File: src/rtl/mem_arb_pkg.sv
// Shared types and constants for the icache/dcache main-memory port arbiter.
package mem_arb_pkg;

    localparam int unsigned MEM_LINE_AW = 28;
    localparam int unsigned MEM_LINE_W  = 128;

    typedef logic [MEM_LINE_W-1:0]  line_t;
    typedef logic [MEM_LINE_AW-1:0] line_addr_t;

    typedef enum logic [2:0] {IDLE, MEM_I, MEM_D, RESP, HOLD} arb_state_t;

    localparam bit ARB_PORT_I = 1'b0;
    localparam bit ARB_PORT_D = 1'b1;

endpackage

File: src/rtl/mem_arbiter_if.sv
// Cache-side and memory-side signals of the arbiter.
// master = arbiter view, slave = caches plus memory model.
interface mem_arbiter_if #(
    parameter int unsigned LINE_AW = 28,
    parameter int unsigned LINE_W  = 128
);

    logic               reqI_mem;
    logic [LINE_AW-1:0] reqAddrI_mem;
    logic [LINE_W-1:0]  data_to_icache;
    logic               readyI_mem;

    logic               reqD_mem;
    logic [LINE_AW-1:0] reqAddrD_mem;
    logic               reqD_cache_write;
    logic [LINE_W-1:0]  data_to_mem;
    logic [LINE_W-1:0]  data_from_mem;
    logic               read_ready_from_mem;
    logic               written_data_ack;

    logic               mem_req;
    logic               mem_we;
    logic [LINE_AW-1:0] mem_addr;
    logic [LINE_W-1:0]  mem_wdata;
    logic [LINE_W-1:0]  mem_rdata;
    logic               mem_ready;

    logic               grant_d;
    logic               err_timeout;

    modport master (
        input  reqI_mem, reqAddrI_mem, reqD_mem, reqAddrD_mem, reqD_cache_write, data_to_mem,
        input  mem_rdata, mem_ready,
        output data_to_icache, readyI_mem, data_from_mem, read_ready_from_mem, written_data_ack,
        output mem_req, mem_we, mem_addr, mem_wdata, grant_d, err_timeout
    );

    modport slave (
        output reqI_mem, reqAddrI_mem, reqD_mem, reqAddrD_mem, reqD_cache_write, data_to_mem,
        output mem_rdata, mem_ready,
        input  data_to_icache, readyI_mem, data_from_mem, read_ready_from_mem, written_data_ack,
        input  mem_req, mem_we, mem_addr, mem_wdata, grant_d, err_timeout
    );

endinterface

File: src/rtl/mem_arb_watchdog.sv
// Memory-port watchdog: cleared on grant, counts while a transaction is outstanding.
// TIMEOUT = 0 removes the counter and never expires.
module mem_arb_watchdog #(
    parameter int unsigned TIMEOUT = 64
) (
    input  logic clk,
    input  logic reset,
    input  logic start,
    input  logic run,
    output logic expire
);

    if (TIMEOUT == 0) begin : g_off
        assign expire = 1'b0;
    end else begin : g_on
        localparam int unsigned CW = $clog2(TIMEOUT + 1);
        localparam logic [CW-1:0] CNT_MAX  = CW'(TIMEOUT);
        localparam logic [CW-1:0] CNT_LAST = CW'(TIMEOUT - 1);

        logic [CW-1:0] cnt_q, cnt_d;

        // Saturates at TIMEOUT so a stuck run can never wrap back to zero.
        always_comb begin
            cnt_d = cnt_q;
            if (start) begin
                cnt_d = '0;
            end else if (run && (cnt_q != CNT_MAX)) begin
                cnt_d = cnt_q + CW'(1);
            end
        end

        always_ff @(posedge clk) begin
            if (!reset) begin
                cnt_q <= '0;
            end else begin
                cnt_q <= cnt_d;
            end
        end

        // Fires in the TIMEOUT-th outstanding cycle.
        assign expire = run && (cnt_q == CNT_LAST);
    end

endmodule

File: src/rtl/mem_arbiter.sv
// Arbitrates icache refills and dcache refills/write-backs onto one line-wide memory port.
// Optional MEM_ARB_RR_EN: round-robin on ties instead of fixed D-over-I priority.
module mem_arbiter
    import mem_arb_pkg::*;
#(
    parameter int unsigned LINE_AW = MEM_LINE_AW,
    parameter int unsigned LINE_W  = MEM_LINE_W,
    parameter int unsigned TIMEOUT = 64
) (
    input logic          clk,
    input logic          reset,
    mem_arbiter_if.master bus
);

    arb_state_t         state_q, state_d;
    logic               mem_req_q, mem_req_d;
    logic               mem_we_q, mem_we_d;
    logic [LINE_AW-1:0] mem_addr_q, mem_addr_d;
    logic [LINE_W-1:0]  mem_wdata_q, mem_wdata_d;
    logic               owner_q, owner_d;
    logic [LINE_W-1:0]  rdata_i_q, rdata_i_d;
    logic [LINE_W-1:0]  rdata_d_q, rdata_d_d;
    logic               err_q, err_d;

    logic               any_req;
    logic               win_d;
    logic               in_mem;
    logic               wd_start;
    logic               wd_expire;

`ifdef MEM_ARB_RR_EN
    logic               prio_d_q, prio_d_d;
`endif

    assign any_req = bus.reqI_mem || bus.reqD_mem;
    assign in_mem  = (state_q == MEM_I) || (state_q == MEM_D);

`ifdef MEM_ARB_RR_EN
    assign win_d = bus.reqD_mem && (!bus.reqI_mem || prio_d_q);
`else
    assign win_d = bus.reqD_mem;
`endif

    mem_arb_watchdog #(
        .TIMEOUT (TIMEOUT)
    ) u_watchdog (
        .clk    (clk),
        .reset  (reset),
        .start  (wd_start),
        .run    (in_mem),
        .expire (wd_expire)
    );

    always_comb begin
        state_d     = state_q;
        mem_req_d   = mem_req_q;
        mem_we_d    = mem_we_q;
        mem_addr_d  = mem_addr_q;
        mem_wdata_d = mem_wdata_q;
        owner_d     = owner_q;
        rdata_i_d   = rdata_i_q;
        rdata_d_d   = rdata_d_q;
        err_d       = err_q;
        wd_start    = 1'b0;
`ifdef MEM_ARB_RR_EN
        prio_d_d    = prio_d_q;
`endif

        case (state_q)
            IDLE: begin
                if (any_req) begin
                    wd_start  = 1'b1;
                    mem_req_d = 1'b1;
                    if (win_d) begin
                        owner_d     = ARB_PORT_D;
                        mem_addr_d  = bus.reqAddrD_mem;
                        mem_we_d    = bus.reqD_cache_write;
                        mem_wdata_d = bus.data_to_mem;
                        state_d     = MEM_D;
                    end else begin
                        owner_d     = ARB_PORT_I;
                        mem_addr_d  = bus.reqAddrI_mem;
                        mem_we_d    = 1'b0;
                        mem_wdata_d = '0;
                        state_d     = MEM_I;
                    end
`ifdef MEM_ARB_RR_EN
                    prio_d_d = !win_d;
`endif
                end
            end
            MEM_I, MEM_D: begin
                // A completion in the same cycle as expiry still counts as served.
                if (bus.mem_ready && mem_req_q) begin
                    mem_req_d = 1'b0;
                    state_d   = RESP;
                    if (owner_q == ARB_PORT_I) begin
                        rdata_i_d = bus.mem_rdata;
                    end else if (!mem_we_q) begin
                        rdata_d_d = bus.mem_rdata;
                    end
                end else if (wd_expire) begin
                    mem_req_d = 1'b0;
                    err_d     = 1'b1;
                    state_d   = HOLD;
                end
            end
            RESP:    state_d = HOLD;
            HOLD:    state_d = IDLE;
            default: state_d = IDLE;
        endcase
    end

    always_ff @(posedge clk) begin
        if (!reset) begin
            state_q     <= IDLE;
            mem_req_q   <= 1'b0;
            mem_we_q    <= 1'b0;
            mem_addr_q  <= '0;
            mem_wdata_q <= '0;
            owner_q     <= ARB_PORT_I;
            rdata_i_q   <= '0;
            rdata_d_q   <= '0;
            err_q       <= 1'b0;
`ifdef MEM_ARB_RR_EN
            prio_d_q    <= 1'b1;
`endif
        end else begin
            state_q     <= state_d;
            mem_req_q   <= mem_req_d;
            mem_we_q    <= mem_we_d;
            mem_addr_q  <= mem_addr_d;
            mem_wdata_q <= mem_wdata_d;
            owner_q     <= owner_d;
            rdata_i_q   <= rdata_i_d;
            rdata_d_q   <= rdata_d_d;
            err_q       <= err_d;
`ifdef MEM_ARB_RR_EN
            prio_d_q    <= prio_d_d;
`endif
        end
    end

    // Response pulses are decoded from RESP so each transaction yields exactly one.
    assign bus.readyI_mem          = (state_q == RESP) && (owner_q == ARB_PORT_I);
    assign bus.read_ready_from_mem = (state_q == RESP) && (owner_q == ARB_PORT_D) && !mem_we_q;
    assign bus.written_data_ack    = (state_q == RESP) && (owner_q == ARB_PORT_D) && mem_we_q;

    assign bus.data_to_icache = rdata_i_q;
    assign bus.data_from_mem  = rdata_d_q;
    assign bus.mem_req        = mem_req_q;
    assign bus.mem_we         = mem_we_q;
    assign bus.mem_addr       = mem_addr_q;
    assign bus.mem_wdata      = mem_wdata_q;
    assign bus.grant_d        = (state_q == MEM_D);
    assign bus.err_timeout    = err_q;

endmodule

File: src/flat_wrapper.sv
// flat-port wrapper written by rule: the top's interface ports become plain ports
module mem_arbiter_flat import mem_arb_pkg::*;
#(
    parameter int unsigned LINE_AW = MEM_LINE_AW,
    parameter int unsigned LINE_W  = MEM_LINE_W,
    parameter int unsigned TIMEOUT = 64
)
  (clk, reset, bus_reqI_mem, bus_reqAddrI_mem, bus_reqD_mem, bus_reqAddrD_mem, bus_reqD_cache_write, bus_data_to_mem, bus_mem_rdata, bus_mem_ready, bus_data_to_icache, bus_readyI_mem, bus_data_from_mem, bus_read_ready_from_mem, bus_written_data_ack, bus_mem_req, bus_mem_we, bus_mem_addr, bus_mem_wdata, bus_grant_d, bus_err_timeout);
  mem_arbiter_if #(.LINE_AW(LINE_AW), .LINE_W(LINE_W)) bus_i ();
  input logic clk;
  input logic reset;
  input wire logic [$bits(bus_i.reqI_mem)-1:0] bus_reqI_mem;
  input wire logic [$bits(bus_i.reqAddrI_mem)-1:0] bus_reqAddrI_mem;
  input wire logic [$bits(bus_i.reqD_mem)-1:0] bus_reqD_mem;
  input wire logic [$bits(bus_i.reqAddrD_mem)-1:0] bus_reqAddrD_mem;
  input wire logic [$bits(bus_i.reqD_cache_write)-1:0] bus_reqD_cache_write;
  input wire logic [$bits(bus_i.data_to_mem)-1:0] bus_data_to_mem;
  input wire logic [$bits(bus_i.mem_rdata)-1:0] bus_mem_rdata;
  input wire logic [$bits(bus_i.mem_ready)-1:0] bus_mem_ready;
  output wire logic [$bits(bus_i.data_to_icache)-1:0] bus_data_to_icache;
  output wire logic [$bits(bus_i.readyI_mem)-1:0] bus_readyI_mem;
  output wire logic [$bits(bus_i.data_from_mem)-1:0] bus_data_from_mem;
  output wire logic [$bits(bus_i.read_ready_from_mem)-1:0] bus_read_ready_from_mem;
  output wire logic [$bits(bus_i.written_data_ack)-1:0] bus_written_data_ack;
  output wire logic [$bits(bus_i.mem_req)-1:0] bus_mem_req;
  output wire logic [$bits(bus_i.mem_we)-1:0] bus_mem_we;
  output wire logic [$bits(bus_i.mem_addr)-1:0] bus_mem_addr;
  output wire logic [$bits(bus_i.mem_wdata)-1:0] bus_mem_wdata;
  output wire logic [$bits(bus_i.grant_d)-1:0] bus_grant_d;
  output wire logic [$bits(bus_i.err_timeout)-1:0] bus_err_timeout;
  assign bus_i.reqI_mem = bus_reqI_mem;
  assign bus_i.reqAddrI_mem = bus_reqAddrI_mem;
  assign bus_i.reqD_mem = bus_reqD_mem;
  assign bus_i.reqAddrD_mem = bus_reqAddrD_mem;
  assign bus_i.reqD_cache_write = bus_reqD_cache_write;
  assign bus_i.data_to_mem = bus_data_to_mem;
  assign bus_i.mem_rdata = bus_mem_rdata;
  assign bus_i.mem_ready = bus_mem_ready;
  assign bus_data_to_icache = bus_i.data_to_icache;
  assign bus_readyI_mem = bus_i.readyI_mem;
  assign bus_data_from_mem = bus_i.data_from_mem;
  assign bus_read_ready_from_mem = bus_i.read_ready_from_mem;
  assign bus_written_data_ack = bus_i.written_data_ack;
  assign bus_mem_req = bus_i.mem_req;
  assign bus_mem_we = bus_i.mem_we;
  assign bus_mem_addr = bus_i.mem_addr;
  assign bus_mem_wdata = bus_i.mem_wdata;
  assign bus_grant_d = bus_i.grant_d;
  assign bus_err_timeout = bus_i.err_timeout;
  mem_arbiter #(.LINE_AW(LINE_AW), .LINE_W(LINE_W), .TIMEOUT(TIMEOUT)) u_core (.clk(clk), .reset(reset), .bus(bus_i));
endmodule
File: config.mk
export PLATFORM = sky130hd
export DESIGN_NAME = mem_arbiter_flat
export DESIGN_NICKNAME = d
export VERILOG_FILES = /design/src/rtl/mem_arb_pkg.sv /design/src/rtl/mem_arbiter_if.sv /design/src/rtl/mem_arb_watchdog.sv /design/src/rtl/mem_arbiter.sv /design/src/flat_wrapper.sv
export SDC_FILE = /design/constraint.sdc
export NUM_CORES = 1
export LEC_CHECK = 0
export CORE_AREA = 5 5 282 284
export CTS_BUF_LIST = sky130_fd_sc_hd__clkbuf_2
export DETAILED_ROUTE_END_ITERATION = 16
export DIE_AREA = 0 0 287 289
export SETUP_SLACK_MARGIN = 0.3
export SYNTH_ARGS = -nofsm -noshare
export SYNTH_HDL_FRONTEND = slang
export SYNTH_SLANG_ARGS = --single-unit
File: constraint.sdc
create_clock -name clk -period 2.4 [get_ports clk]
set_clock_uncertainty 0.05 [all_clocks]
set_input_delay 0.72 -clock clk [delete_from_list [all_inputs] [get_ports clk]]
set_output_delay 0.72 -clock clk [all_outputs]
set_load 0.1 [all_outputs]
==> metrics.txt, run 1 <==
fmax 351.0 MHz; VDD IR-drop max 0.0007283 V; Clk pwr share 19.0%; Routed met1 length 25.75 mm; DRT Wirelength 75.05 mm; Worst Path Required 1.63 ns; Placement Cell Area 0.02234 sq mm; initial cell density of the core 18.74%; Critical Path Sink Type primary output; Avg Cell Area, Syn 9.642 sq um; sequential element share of the synthesized area 59.24%; top cells by area, synth dfxtp_1 (59%), nand3_1 (8.9%), a22o_1 (7.8%), o21ai_0 (7.5%), nand2_1 (3.5%); layout net count 2,857; Core Area 0.07683 sq mm; leak pwr 12.77 nW; Switching Power 13.06 mW; die width 287 microns; commonest non-fill, non-tap cell in the layout buf_12; RePlAce Congestion 0.7911; # DRC 0; part of the power in combinational logic 49.0%; number of synthesized register bits 426; hold path start bus_data_to_mem[81]; CTS tree done; initial antenna violation count 4; Via density 4.384; main flop type after synthesis dfxtp_1; top routing layer in use met5; DP Worst Slack -0.1038 ns; First DRT Iteration DRCs 830; type of origin of the critical path flip-flop; metal2 WL 37.93 mm; Rel. slew slack 58.57%; Max FO, Critical Path 3; H-tree levels 3; largest net degree at the start of global routing 94; Mapped Area 0.01440 sq mm; Final Hold Fails 0; CTS clk-pin slew, worst paths 0.11 ns; Worst-Margin Slew 0.6173 ns; first-pass GRT wire length 101.4 mm; PortBufs 736; most frequent cells in the layout buf_12 (439), dfxtp_2 (354), clkdlybuf4s50_1 (315); failing checks setup timing; sequential fraction of design power 32.0%; Power per Cell Area 880.3 mW/mm^2; final worst setup slack -0.4489 ns; WL per Instance 20.48 microns; Pint 15.53 mW; # setup viols final 294; Synth area leader dfxtp_1; asr flop ratio synth 0%; remaining antenna violation count 0; switching share of power 45.68%; GR Overflow Total 0; Slew Viols, Final 0; CTS Root Cell clkbuf_2; Hold Crit Class input pin to flip-flop; post-synth cell types 38; Inserted Clock Buffers 113; post-DP HPWL 44.67 mm; Final Instance Area 0.03248 sq mm; site row count 102; Data arrival, critical path 2.08 ns; minimum clock period 2.849 ns; Area growth syn-to-layout 125.7%; critical path launch point u_core.state_q[2]$_SDFFE_PN0P_; Yosys top cell area share 59.24%; unrepaired setup endpoints after global routing true; vias post-DR 16,068; I/O pin count 737; DRT Pass-1 Iters 5; worst reg2reg path startpoint u_core.state_q[0]$_SDFFE_PN0P_; clk sinks 426; Global Route Usage Sum 15.80%; status complete, but fails checks; Gate Count Post-Synth 1,493; Critical Setup Path Class flip-flop to primary output; die area 0.08294 sq mm; Synthesized Nets 1,813; Clk Latency, worst-skew pair 1.11 ns; Ys Warns 0; total of max-cap violations 0; EDFF count, synth 0; Die Span Y 289 microns; layout cell share with drive strength beyond 1 46.77%; Routed met3 length 6.953 mm; final period utilization 118.7%; deepest clock path buffer count 3; number of global-route vias before repair 16,372
logic make-up after synthesis:
family	after synthesis	share of synthesized area, %
AO/OA/AOI/OAI	426	18.82
multiplexers	29	2.017
XOR/XNOR	6	0.4954
AND/OR/NAND/NOR	456	14.66
buffers and inverters	148	4.589
adder cells (fa/ha/maj)	2	0.1738
flip-flops	426	59.24
synthesized netlist by cell type, types with 2 or more instances:
library cell	count
xnor2_1	5
nor2b_1	3
nand3_1	257
inv_1	4
buf_2	24
a211oi_1	28
o21ai_1	41
a22o_1	129
nor4b_1	3
dfxtp_1	426
mux2i_1	29
nor2_1	42
o21ai_0	217
or4_4	2
nand2b_1	3
nor3_1	4
buf_6	10
nand2_1	134
ha_1	2
clkbuf_1	80
a21oi_1	4
buf_1	30
per-stage QoR:
stage               hold slack [ns]  setup TNS (ns)  std cells  total power, mW  utilization [%]
finish                       0.1809          -12.61       3665            28.60            42.28
global route              -0.008554         -111.36       3663            29.69            42.28
CTS                       0.0002931         -100.43       3610            28.22            40.96
detailed placement           0.3999          -9.231       3198            19.46            29.07
global placement             0.3936          -5.399       3198            19.44            29.07
floorplan                    0.4344               0       1493            16.40                -
path summary, 6_finish.rpt:
check                                                                   to  slack (ns)  depth (start not counted)
worst max-delay path                               bus_read_ready_from_mem       -0.45                          4
worst min-delay path                 u_core.bus.mem_wdata[81]$_SDFFE_PN0P_        0.18                          2
worst max register to register  u_core.bus.data_to_icache[76]$_SDFFE_PN0P_        0.16                          9
worst min register to register  u_core.bus.data_to_icache[81]$_SDFFE_PN0P_        0.42                          2
layout make-up:
type                            instances  area (sq um)
Tap cell                             1040          1301
Fill cell                            6927         44340
Sequential cell                       426          9211
Inverter                                4         15.01
Clock buffer                          163         815.8
Antenna cell                            8         20.02
Multi-Input combinational cell        919          5500
Clock inverter                         32         212.7
Timing Repair Buffer                 1073         15410
worst max-delay path, cell delays in order, from the launching register on:
cell,delay (ns)
dfxtp_4,0.35
and3b_2,0.25
nand2_1,0.09
nor2_4,0.11
buf_12,0.18
per-layer routing:
| layer | up-vias | GRT usage, % |
|---|---|---|
| met5 | - | 0 |
| met4 | 2 | 8.732 |
| met3 | 218 | 6.688 |
| met2 | 791 | 28.32 |
| met1 | 7543 | 15.41 |
| li1 | 7514 | - |
flip-flops by register name, indices dropped and copies added (netlist names):
name	flops
u_core.state_q	3
u_core.bus.mem_addr	28
u_core.u_watchdog.g_on.cnt_q	7
u_core.owner_q	1
u_core.bus.err_timeout	1
u_core.bus.data_to_icache	128
u_core.bus.mem_req	1
u_core.bus.mem_we	1
u_core.bus.data_from_mem	128
u_core.bus.mem_wdata	128
what timing repair did:
action	in CTS	in global routing
gates resized for setup	1696	148
buffers inserted	21	31
endpoints found under the hold margin	285	0
hold buffers	187	0
cloned	9	16
pin swaps	14	11
setup endpoints to repair	431	710
power groups by stage:
stage / clock [mW] / sequential [mW] / combinational, mW
after CTS: 5.58 / 9.10 / 13.5
after floorplan: 0 / 14.6 / 1.81
final: 5.42 / 9.15 / 14.0
after global routing: 6.03 / 9.24 / 14.4
after global placement: 0 / 8.62 / 10.8
after detailed placement: 0 / 8.62 / 10.8
No activity file was read; power rests on OpenSTA's default activity.
==> run 2: changes to the inputs <==
--- a/config.mk
+++ b/config.mk
@@ -9,6 +9,7 @@
 export CTS_BUF_LIST = sky130_fd_sc_hd__clkbuf_2
 export DETAILED_ROUTE_END_ITERATION = 16
 export DIE_AREA = 0 0 287 289
+export PLACE_DENSITY = 0.53
 export SETUP_SLACK_MARGIN = 0.3
 export SYNTH_ARGS = -nofsm -noshare
 export SYNTH_HDL_FRONTEND = slang
==> run 2 against run 1 <==
Compared with the run above:
- the flow still finishes with violations (setup timing)
- cell count unchanged
- first-iteration DRC count decreased by 15%
- largest power group unchanged
- die area unchanged
- total power decreased by 3.0%
- register-to-register slack improved by 0.15 ns
- wire length decreased by 8.2%
- clock power decreased by 6.3%
==> metrics.txt, run 2 (synthesis results as in run 1) <==
max incr delay on CP 0.34 ns (about the same); minimum clock period 2.886 ns (+0.03742 ns); failing checks setup timing; Data arrival, critical path 2.12 ns (+0.04 ns); total of max-cap violations 0 (unchanged); VDD IR-drop max 0.0006776 V (-7.0%); vias post-DR 15,803 (-1.6%); Area growth syn-to-layout 121.0%; initial antenna violation count 6 (+2); Placement Cell Area 0.02245 sq mm (+0.50%); fmax 346.5 MHz (-1.3%); Critical Path, Cell by Cell and3b_2 > and3_4 > buf_12; final worst setup slack -0.4863 ns (-0.03742 ns); post-layout util 41.41% (-0.87 points); clk sinks 426 (unchanged); Final Instance Area 0.03181 sq mm (-2.1%); DRT Wirelength 68.88 mm (-8.2%); Power Total 27.74 mW (-3.0%); initial cell density of the core 18.74% (unchanged); first-pass GRT wire length 98.63 mm (-2.7%); worst reg2reg path startpoint u_core.state_q[1]$_SDFFE_PN0P_; type of origin of the critical path flip-flop; die area 0.08294 sq mm (unchanged); die width 287 microns (unchanged); Power per Cell Area 871.9 mW/mm^2 (-0.95%); Critical Path Sink Type primary output; GR Overflow Total 0 (unchanged); commonest non-fill, non-tap cell in the layout buf_12; TNS Setup -6.501 ns (+6.113 ns); H-tree levels 3 (unchanged); CTS clk-pin slew, worst paths 0.10 ns (about the same); Rel. slew slack 62.83% (+4.3 points); Hold Crit Class input pin to flip-flop; Core Area 0.07683 sq mm (unchanged); DRT Pass-1 Iters 5 (unchanged); Inserted Clock Buffers 114 (+0.88%); final period utilization 120.3% (+1.6 points); PortBufs 736 (unchanged); most frequent cells in the layout buf_12 (435), dfxtp_2 (327), clkdlybuf4s50_1 (316); leak pwr 12.41 nW (-2.8%); remaining antenna violation count 0 (unchanged); Via density 4.312 (-1.6%); hold_ws 0.2405 ns (+0.05956 ns); number of global-route vias before repair 16,619 (+1.5%); critical path launch point u_core.state_q[2]$_SDFFE_PN0P_; I/O pin count 737 (unchanged); Global Route Usage Sum 15.11% (-0.69 points); Clk Latency, worst-skew pair 1.13 ns (+0.02 ns); layout cell share with drive strength beyond 1 43.68% (-3.1 points); Filler cells 7,042 (+1.7%); WL per Instance 18.79 microns (-8.2%); hold path start bus_data_to_mem[66]; post-DP HPWL 45.94 mm (+2.9%); Die Span Y 289 microns (unchanged); # DRC 0 (unchanged); Slew Viols, Final 0 (unchanged); RePlAce Congestion 0.8261 (+4.4%); deepest clock path buffer count 3 (unchanged); CP max stage cell dfxtp_2; Worst Path Required 1.63 ns (about the same); status complete, but fails checks; CTS Root Cell clkbuf_2; # setup viols final 129 (-56%); Max FO, Critical Path 3 (unchanged); CTS tree done; largest net degree at the start of global routing 155 (+65%); unrepaired setup endpoints after global routing true; First DRT Iteration DRCs 706 (-15%); Critical Setup Path Class flip-flop to primary output; layout net count 2,854 (-0.11%); Final Hold Fails 0 (unchanged); site row count 102 (unchanged); Worst-Margin Slew 0.5576 ns (-0.05972 ns)
-- run 2: cell count changes in the layout (fill, tap and decap cells not counted), sizes merged --
cell	change
buf	-23
bufbuf	-7
bufinv	-2
clkbuf	-7
clkdlybuf4s50	+1
clkinv	+6
clkinvlp	-2
dlygate4sd3	+33
inv	+1
-- run 2: cell type report --
class	instances	area, sq um	area share [%]
Timing Repair Buffer	1069	14940	46.95
Sequential cell	426	9279	29.17
Multi-Input combinational cell	919	5269	16.56
Tap cell	1040	1301	4.090
Clock buffer	164	820.8	2.580
Clock inverter	35	171.4	0.5388
Antenna cell	8	20.02	0.06293
Inverter	4	15.01	0.04720
-- run 2: worst paths after layout --
check	slack, ns	cells after the start	endpoint
setup / recovery	-0.49	3	bus_written_data_ack
hold / removal	0.24	2	u_core.bus.mem_wdata[66]$_SDFFE_PN0P_
setup reg to reg	0.31	8	u_core.bus.data_from_mem[78]$_SDFFE_PN0P_
hold reg to reg	0.43	2	u_core.bus.data_to_icache[48]$_SDFFE_PN0P_
-- run 2: what timing repair did --
action	in CTS	in global routing
endpoints found under the hold margin	330	0
buffers inserted	10	33
pin swaps	1	3
hold buffers	220	0
endpoints found under the setup margin	429	447
gates resized for setup	1624	81
cloned	0	6
-- run 2: critical path, delay by kind of cell, from the launching register on --
kind | cells | cell delay (ns)
AND/OR/NAND/NOR | 2 | 0.52
buffers and inverters | 1 | 0.19
flip-flops | 1 | 0.34
-- run 2: report_power, final --
part / internal [mW] / leakage, nW / total (mW) / switching, mW
Clock: 1.88 / 0.772 / 5.08 / 3.20
Combinational: 5.05 / 7.96 / 13.5 / 8.43
Sequential: 8.16 / 3.68 / 9.18 / 1.02
-- run 2: layer usage --
layer | GRT usage (%) | up-vias | wire (microns)
li1 | - | 7508 | -
met1 | 15.54 | 7441 | 24570
met2 | 26.83 | 691 | 34570
met3 | 6.530 | 161 | 6842
met4 | 6.646 | 2 | 2889
met5 | 0 | - | 13
-- run 2: stage by stage --
step                instances  worst slack [ns]
finish                   3665           -0.4863
global route             3661           -0.7484
CTS                      3618           -0.7674
detailed placement       3189           -0.1486
global placement         3189           -0.1259
floorplan                1493            0.2677
==> run 3: changes to the inputs <==
--- a/config.mk
+++ b/config.mk
@@ -5,11 +5,13 @@
 export SDC_FILE = /design/constraint.sdc
 export NUM_CORES = 1
 export LEC_CHECK = 0
-export CORE_AREA = 5 5 282 284
+export CELL_PAD_IN_SITES_DETAIL_PLACEMENT = 1
+export CELL_PAD_IN_SITES_GLOBAL_PLACEMENT = 1
+export CORE_AREA = 5 5 281 283
 export CTS_BUF_LIST = sky130_fd_sc_hd__clkbuf_2
 export DETAILED_ROUTE_END_ITERATION = 16
-export DIE_AREA = 0 0 287 289
-export PLACE_DENSITY = 0.53
+export DIE_AREA = 0 0 286 288
+export PLACE_DENSITY = 0.66
 export SETUP_SLACK_MARGIN = 0.3
 export SYNTH_ARGS = -nofsm -noshare
 export SYNTH_HDL_FRONTEND = slang
==> run 3 against run 2 <==
Compared with the run above:
- the flow still finishes with violations (setup timing)
- sequential cell count did not move
- cell count decreased by 0.11%
- total power rose by 5.7%
- critical endpoint unchanged
- largest cell class unchanged
- largest power group unchanged
==> metrics.txt, run 3 (synthesis results as in run 1) <==
Worst-Margin Slew 0.6049 ns (+0.04730 ns); Rel. slew slack 59.40% (-3.4 points); Core Area 0.07645 sq mm (-0.50%); failing checks setup timing; post-DP HPWL 47.97 mm (+4.4%); GR Overflow Total 0 (unchanged); largest net degree at the start of global routing 69 (-55%); Final Hold Fails 0 (unchanged); final period utilization 116.9% (-3.4 points); final worst setup slack -0.4047 ns (+0.08166 ns); I/O pin count 737 (unchanged); vias post-DR 16,882 (+6.8%); DP Worst Slack -0.2148 ns (-0.06622 ns); total of max-cap violations 0 (unchanged); VDD IR-drop max 0.0006420 V (-5.3%); Critical Path Sink Type primary output; Global Route Usage Sum 18.63% (+3.5 points); hold_ws 0.2101 ns (-0.03039 ns); number of global-route vias before repair 18,661 (+12%); Max FO, Critical Path 3 (unchanged); CTS tree done; unrepaired setup endpoints after global routing true; remaining antenna violation count 0 (unchanged); Inserted Clock Buffers 113 (-0.88%); minimum clock period 2.805 ns (-0.08166 ns); deepest clock path buffer count 3 (unchanged); die width 286 microns (-0.35%); Die Span Y 288 microns (-0.35%); # DRC 0 (unchanged); die area 0.08237 sq mm (-0.69%); type of origin of the critical path flip-flop; CTS Root Cell clkbuf_2; Clk Latency, worst-skew pair 1.09 ns (-0.04 ns); clk sinks 426 (unchanged); leak pwr 13.14 nW (+5.8%); Power Total 29.32 mW (+5.7%); status complete, but fails checks; RePlAce Congestion 0.8199 (-0.75%); # setup viols final 207 (+60%); Critical Setup Path Class flip-flop to primary output; layout cell share with drive strength beyond 1 49.63% (+5.9 points); Power per Cell Area 876.4 mW/mm^2 (+0.52%); Hold Crit Class input pin to flip-flop; Via density 4.611 (+6.9%); initial antenna violation count 2 (-4); fmax 356.5 MHz (+2.9%); site row count 102 (unchanged); Worst Path Required 1.63 ns (about the same); DRT Pass-1 Iters 7 (+2); commonest non-fill, non-tap cell in the layout buf_12; PortBufs 736 (unchanged); Data arrival, critical path 2.03 ns (-0.09 ns); Slew Viols, Final 0 (unchanged); most frequent cells in the layout buf_12 (454), clkdlybuf4s50_1 (316), dfxtp_2 (251); DRT Wirelength 87.87 mm (+28%); H-tree levels 3 (unchanged); First DRT Iteration DRCs 608 (-14%); first-pass GRT wire length 118.5 mm (+20%); WL per Instance 24.00 microns (+28%); initial cell density of the core 18.83% (+0.094 points); CTS clk-pin slew, worst paths 0.12 ns (+0.02 ns); Area growth syn-to-layout 132.4%; layout net count 2,901 (+1.6%)
[run 3: final cells by class]
class	count	area (sq um)
timing repair buffer	1115	15870
inverter	4	15.01
clock buffer	175	875.8
tap	988	1236
multi-input combinational	921	5823
sequential	426	9469
clock inverter	29	158.9
fill	7941	42990
antenna	3	7.507
[run 3: metal layers]
layer	up-vias	track usage (%)	share of wire, %
met3	212	5.408	6.4
li1	7601	-	-
met2	747	34.93	54
met4	0	9.817	5.1
met5	-	0	0
met1	8322	18.57	35
[run 3: what timing repair did]
| action | CTS | global route |
|---|---|---|
| cloned | 11 | 18 |
| resized for setup | 1696 | 317 |
| setup buffers | 32 | 52 |
| endpoints found under the setup margin | 486 | 716 |
| hold buffers | 181 | 0 |
| endpoints found under the hold margin | 272 | 0 |
| pin swaps | 8 | 46 |
[run 3: power breakdown]
| part | switching, mW | internal [mW] | leakage (nW) |
|---|---|---|---|
| sequential | 1.11 | 8.14 | 3.70 |
| clock | 3.48 | 2.06 | 0.806 |
| combinational | 8.94 | 5.58 | 8.63 |
| total | 13.5 | 15.8 | 13.1 |
[run 3: path summary, 6_finish.rpt]
kind	startpoint	endpoint	slack [ns]	cells after the start
min reg2reg	u_core.bus.data_to_icache[79]$_SDFFE_PN0P_	u_core.bus.data_to_icache[79]$_SDFFE_PN0P_	0.43	2
max	u_core.state_q[1]$_SDFFE_PN0P_	bus_written_data_ack	-0.40	3
max reg2reg	u_core.state_q[1]$_SDFFE_PN0P_	u_core.bus.data_to_icache[19]$_SDFFE_PN0P_	0	10
min	bus_mem_rdata[3]	u_core.bus.data_to_icache[3]$_SDFFE_PN0P_	0.21	3
[run 3: per-stage QoR]
stage          instance area (sq um)  setup TNS (ns)  cells  utilization [%]
2_1_floorplan                  14430               0   1493                -
3_3_place_gp                   22510          -23.48   3160            29.44
3_5_place_dp                   22510          -30.81   3160            29.44
4_1_cts                        31640         -100.24   3588            41.39
5_1_grt                        33450          -94.35   3660            43.76
6_report                       33450          -6.552   3661            43.76
[run 3: critical path: stages, from the launching register on]
cell	delay (ns)
dfxtp_4	0.37
and3b_2	0.22
and3_4	0.20
buf_12	0.17
